File: config.mk
export PLATFORM = sky130hd
export DESIGN_NAME = mem_port_arbiter
export DESIGN_NICKNAME = d
export VERILOG_FILES = /design/src/rtl/mem_port_arbiter.sv
export SDC_FILE = /design/constraint.sdc
export NUM_CORES = 1
export LEC_CHECK = 0
export CORE_MARGIN = 4
export CORE_UTILIZATION = 45
export DETAILED_ROUTE_END_ITERATION = 8
export PLACE_DENSITY = 0.86
export SKIP_CTS_REPAIR_TIMING = 1
export SLEW_MARGIN = 20
export SYNTH_ARGS = -nofsm -noshare
export SYNTH_HDL_FRONTEND = slang
export SYNTH_SLANG_ARGS = --single-unit
File: constraint.sdc
create_clock -name clk -period 4.92 [get_ports clk]
set_input_delay 0.492 -clock clk [delete_from_list [all_inputs] [get_ports clk]]
set_output_delay 0.492 -clock clk [all_outputs]
set_load 0.02 [all_outputs]
File: src/rtl/mem_port_arbiter.sv
// mem_port_arbiter: shares the single-port data memory between the pipeline
// memory stage (P) and a debug/loader requester (D). Each access is sequenced
// IDLE -> ACCESS (LATENCY cycles) -> DONE, and P is stalled until its own DONE.
// Optional feature macro: MEMARB_ANTISTARVE_EN (forces D in after STARVE_MAX
// consecutive P grants while D waits). Without it P has strict priority.
module mem_port_arbiter #(
    parameter int ADDR_W     = 10,
    parameter int DATA_W     = 32,
    parameter int LATENCY    = 2,
    parameter int STARVE_MAX = 4
) (
    input  logic              clk,
    input  logic              rst_n,
    input  logic              p_req,
    input  logic              p_we,
    input  logic [ADDR_W-1:0] p_addr,
    input  logic [DATA_W-1:0] p_wdata,
    output logic [DATA_W-1:0] p_rdata,
    output logic              p_stall,
    input  logic              d_req,
    input  logic              d_we,
    input  logic [ADDR_W-1:0] d_addr,
    input  logic [DATA_W-1:0] d_wdata,
    output logic              d_gnt,
    output logic [DATA_W-1:0] d_rdata,
    output logic              d_done,
    output logic              mem_en,
    output logic              mem_we,
    output logic [ADDR_W-1:0] mem_addr,
    output logic [DATA_W-1:0] mem_wdata,
    input  logic [DATA_W-1:0] mem_rdata
);

    typedef enum logic [1:0] {
        IDLE   = 2'd0,
        ACCESS = 2'd1,
        DONE   = 2'd2
    } state_t;

    // LATENCY is at most 4, so the down-counter never needs more than 2 bits.
    localparam int               CNT_W    = 2;
    localparam logic [CNT_W-1:0] CNT_LOAD = CNT_W'(LATENCY - 1);

    state_t           state_r;
    state_t           state_nxt_s;
    logic             owner_d_r;     // 1: current access belongs to D
    logic [CNT_W-1:0] cnt_r;
    logic             grant_s;       // an access is granted this cycle
    logic             grant_d_s;     // ...and D is the winner
    logic             force_d_s;     // anti-starvation overrides P priority

`ifdef MEMARB_ANTISTARVE_EN
    localparam int STARVE_W = $clog2(STARVE_MAX + 1);
    localparam logic [STARVE_W-1:0] STARVE_LIM = STARVE_W'(STARVE_MAX);

    logic [STARVE_W-1:0] starve_r;

    assign force_d_s = d_req && (starve_r == STARVE_LIM);

    // Count consecutive P grants taken while D was waiting; any D grant or a
    // cycle without d_req starts the count over.
    always_ff @(posedge clk or negedge rst_n) begin
        if (!rst_n) begin
            starve_r <= {STARVE_W{1'b0}};
        end else if (!d_req) begin
            starve_r <= {STARVE_W{1'b0}};
        end else if (grant_s && grant_d_s) begin
            starve_r <= {STARVE_W{1'b0}};
        end else if (grant_s && (starve_r != STARVE_LIM)) begin
            starve_r <= starve_r + STARVE_W'(1);
        end else begin
            starve_r <= starve_r;
        end
    end
`else
    // Strict P priority. STARVE_MAX is legal only when >= 1, so this term is
    // always 0; it is referenced so both builds share one parameter list.
    assign force_d_s = (STARVE_MAX < 0) ? d_req : 1'b0;
`endif

    // State register.
    always_ff @(posedge clk or negedge rst_n) begin
        if (!rst_n) begin
            state_r <= IDLE;
        end else begin
            state_r <= state_nxt_s;
        end
    end

    // Next-state and arbitration: grants happen only in IDLE; DONE never
    // grants because p_req there still belongs to the completing instruction.
    always_comb begin
        state_nxt_s = state_r;
        grant_s     = 1'b0;
        grant_d_s   = 1'b0;
        case (state_r)
            IDLE: begin
                if (p_req || d_req) begin
                    grant_s     = 1'b1;
                    grant_d_s   = d_req && (!p_req || force_d_s);
                    state_nxt_s = ACCESS;
                end else begin
                    state_nxt_s = IDLE;
                end
            end
            ACCESS: begin
                if (cnt_r == {CNT_W{1'b0}}) begin
                    state_nxt_s = DONE;
                end else begin
                    state_nxt_s = ACCESS;
                end
            end
            DONE: begin
                state_nxt_s = IDLE;
            end
            default: begin
                state_nxt_s = IDLE;
            end
        endcase
    end

    // The grant pulse is combinational with the decision; held low in reset.
    assign d_gnt   = grant_s && grant_d_s && rst_n;
    // P is released only in the DONE cycle of its own access.
    assign p_stall = p_req && !((state_r == DONE) && !owner_d_r);

    // Command registers, latency counter, memory outputs and read-data capture.
    always_ff @(posedge clk or negedge rst_n) begin
        if (!rst_n) begin
            owner_d_r <= 1'b0;
            cnt_r     <= {CNT_W{1'b0}};
            mem_en    <= 1'b0;
            mem_we    <= 1'b0;
            mem_addr  <= {ADDR_W{1'b0}};
            mem_wdata <= {DATA_W{1'b0}};
            p_rdata   <= {DATA_W{1'b0}};
            d_rdata   <= {DATA_W{1'b0}};
            d_done    <= 1'b0;
        end else begin
            d_done <= 1'b0;
            case (state_r)
                IDLE: begin
                    if (grant_s) begin
                        owner_d_r <= grant_d_s;
                        cnt_r     <= CNT_LOAD;
                        mem_en    <= 1'b1;
                        mem_we    <= grant_d_s ? d_we    : p_we;
                        mem_addr  <= grant_d_s ? d_addr  : p_addr;
                        mem_wdata <= grant_d_s ? d_wdata : p_wdata;
                    end else begin
                        mem_en <= 1'b0;
                    end
                end
                ACCESS: begin
                    if (cnt_r == {CNT_W{1'b0}}) begin
                        mem_en <= 1'b0;
                        mem_we <= 1'b0;
                        d_done <= owner_d_r;
                        if (!mem_we) begin
                            if (owner_d_r) begin
                                d_rdata <= mem_rdata;
                            end else begin
                                p_rdata <= mem_rdata;
                            end
                        end else begin
                            p_rdata <= p_rdata;
                        end
                    end else begin
                        cnt_r <= cnt_r - CNT_W'(1);
                    end
                end
                DONE: begin
                    mem_en <= 1'b0;
                    mem_we <= 1'b0;
                end
                default: begin
                    mem_en <= 1'b0;
                    mem_we <= 1'b0;
                end
            endcase
        end
    end

endmodule

==> flow_metrics.tcl <==
set metrics [dict create \
    synth_seq_area_share_pct 56.6 \
    synth_top_cell_area_share_pct 56.6 \
    power-per-cell-area_nw_per_um2 714 \
    critical-path-slowest-cell "sky130_fd_sc_hd__nor2_4" \
    yosys-top-cells-area "sky130_fd_sc_hd__dfrtp_1, sky130_fd_sc_hd__a22oi_2, sky130_fd_sc_hd__mux2_4, sky130_fd_sc_hd__a21oi_1, sky130_fd_sc_hd__mux2_2" \
    routed_wl_um 14200 \
    dr.first_iter.drc_count 199 \
    syn_nets 492 \
    synth-async-reset-ratio_pct 100 \
    synth.lib_cells_used.distinct 32 \
    io_buffers 232 \
    detail_route.wl_per_cell_um 19.1 \
    mappedNetlistArea_um2 5040 \
    numClockSinks 114 \
    syn-mean-instance-area_um2 13.7 \
    drc_errors_left 0 \
    total_power_consumption_w 0.00575 \
    clkLatencyLatePin_ps 500 \
    std_cell_rows 38 \
    grt_use_total_pct 22.8 \
    coreArea_um2 10900 \
    design.die.area_um2 13000 \
    clockBufferDepth 2 \
    drt_first_pass_iters 4 \
    initial_utilization_pct 46.3 \
    worst_ir_drop_vdd_mv 0.425 \
    post_synth_most_frequent_cells "sky130_fd_sc_hd__dfrtp_1, sky130_fd_sc_hd__a21oi_1, sky130_fd_sc_hd__a22oi_2" \
    setup.worst_path.class "flip-flop to output port" \
    fin_tns_setup_ps 0 \
    nNetsFinal 716 \
    worst-slew-pin-transition_ps 982 \
    numCtsBuffers 17 \
    fin_crit_ps 3140 \
    critPathMaxStageDelay_ps 800 \
    grt_first_pass_wirelength_um 23000 \
    worstHoldPathType "input port to asynchronous set/reset pin" \
    dr_total_vias 3993 \
    final.fill_count 716 \
    antenna_found_initial 0 \
    worst-path-max-fanout 46 \
    die_x_um 114 \
    finalClockSkew_ps 9.24 \
    syn_to_final_growth_pct 59.9 \
    synthMostInstantiatedCell "sky130_fd_sc_hd__dfrtp_1" \
    drv_cap 0 \
    post_synth_inst_count 368 \
    cp_data_arrival_time_ps 2650 \
    synthDominantAreaCellType "sky130_fd_sc_hd__dfrtp_1" \
    final.period_utilization_pct 63.9 \
    grt_start_max_net_pins 62 \
    via_per_inst 5.36 \
    grt_overflow_total 0 \
    r2r_cells 4 \
    multiInputGateArea_um2 2010 \
    timing.critical_path.cells "nor2_4, and3_1, clkdlybuf4s50_1" \
    total_leakage_power_nw 3.32 \
    synth_seq_cells 114 \
    dp_hpwl_um 10100 \
    drive_gt1_share_pct 22.6 \
    outcome "finished clean" \
    slew-limit-headroom_pct 34.4 \
    num_io_pins 233 \
    die_height_um 114 \
    max_clock_freq_ghz 0.318 \
    setup_repair_after_global_routing_missed_its_margin "false" \
    drtAntennaViolNets 0 \
    hold_viol_final 0 \
    cts-root-buf "sky130_fd_sc_hd__clkbuf_8" \
    synth_enable_flop_cells 0 \
    dominantRegCellSynth "sky130_fd_sc_hd__dfrtp_1" \
    critPathCaptureType "output port" \
    timing_max_transition_violations_final 0 \
    cts-htree-levels 4 \
    timing.critical_path.required_ps 4430 \
    num_antenna_cells 0 \
    report.final.setup_viol 0 \
    cts_tree "built" \
    gpl.final_weighted_congestion 0.804 \
    clk_transition_reported_paths_ps 60 \
    grt_pass1_vias 4428 \
    setup.worst_path.start_class "flip-flop" \
    seq_area_um2 2850 \
    synth_warnings 0 \
]
-- logic make-up after synthesis --
logic type,synth area share (%)
flip-flops,56.6
multiplexers,17.1
buffers and inverters,4.12
AND/OR/NAND/NOR,2.43
adder cells (fa/ha/maj),0.496
AO/OA/AOI/OAI,19.2
-- sequential cells by signal, indices dropped and copies added (netlist names) --
signal,flops
mem_wdata,32
mem_en,1
owner_d_r,1
p_rdata,32
mem_we,1
d_rdata,32
mem_addr,10
cnt_r,2
state_r,2
d_done,1
-- layout make-up --
class	count	share of cell area, %
clock buffer	24	6.09
tap	140	2.17
multi-input combinational	219	24.9
inverter	4	0.186
clock inverter	8	2.13
sequential	114	35.4
timing repair buffer	236	29.2
-- per-layer routing --
| metal | GRT usage [%] | part of all wire, % | up-vias | wire [um] |
|---|---|---|---|---|
| li1 | - | - | 1803 | - |
| met1 | 28.2 | 39 | 1956 | 5590 |
| met2 | 37.6 | 49 | 217 | 7040 |
| met3 | 8.44 | 9.8 | 17 | 1390 |
| met4 | 6.81 | 1.5 | 0 | 214 |
| met5 | 0 | 0 | - | 0 |
-- critical path, delay by kind of cell (launching register included) --
kind          cells  cell delay (ps)
buf+inv           1              600
simple gates      2             1070
flops             1              460
-- final timing paths --
path | startpoint | endpoint | slack (ps)
setup / recovery | state_r[1]$_DFF_PN0_ | d_gnt | 1780
hold / removal | rst_n | p_rdata[18]$_DFFE_PN0P_ | 20
setup reg to reg | state_r[1]$_DFF_PN0_ | mem_wdata[9]$_DFFE_PN0P_ | 2700
hold reg to reg | cnt_r[1]$_DFFE_PN0P_ | cnt_r[1]$_DFFE_PN0P_ | 490
max in group asynchronous | rst_n | d_rdata[7]$_DFFE_PN0P_ | 3650
min in group clk | cnt_r[1]$_DFFE_PN0P_ | cnt_r[1]$_DFFE_PN0P_ | 490
-- through the flow --
stage | cells | instance area [um^2] | hold WS [ps] | setup slack (ps) | utilization [%]
after floorplan | 368 | 5040 | 196 | 2940 | -
after global placement | 713 | 7390 | 461 | 1930 | 67.9
after detailed placement | 713 | 7390 | 482 | 1890 | 67.9
after CTS | 745 | 8050 | 42.3 | 1730 | 73.9
after global routing | 745 | 8060 | 68.0 | 1620 | 74.0
final | 745 | 8060 | 24.9 | 1780 | 74.0
-- layout by cell type, fill, tap and decap left out, types with 2 or more instances in the layout --
cell type	synthesis	final
sky130_fd_sc_hd__a21oi_1	85	85
sky130_fd_sc_hd__a22oi_1	3	3
sky130_fd_sc_hd__a22oi_2	39	39
sky130_fd_sc_hd__and2_1	2	2
sky130_fd_sc_hd__and3_1	2	2
sky130_fd_sc_hd__buf_4	1	5
sky130_fd_sc_hd__bufinv_16	0	5
sky130_fd_sc_hd__clkbuf_1	12	2
sky130_fd_sc_hd__clkbuf_16	0	16
sky130_fd_sc_hd__clkbuf_8	0	6
sky130_fd_sc_hd__clkdlybuf4s50_1	0	231
sky130_fd_sc_hd__dfrtp_1	114	114
sky130_fd_sc_hd__ha_1	2	2
sky130_fd_sc_hd__inv_1	4	4
sky130_fd_sc_hd__mux2_1	9	9
sky130_fd_sc_hd__mux2_2	26	26
sky130_fd_sc_hd__mux2_4	30	30
sky130_fd_sc_hd__mux2i_1	2	2
sky130_fd_sc_hd__nand2_1	2	2
sky130_fd_sc_hd__o21ai_0	2	2
-- report_power, final --
group / internal, W / switching [W]
Sequential: 0.00141 / 0.000293
Clock: 0.000941 / 0.000405
Combinational: 0.00137 / 0.00133
(Power assumes the default switching activity.)
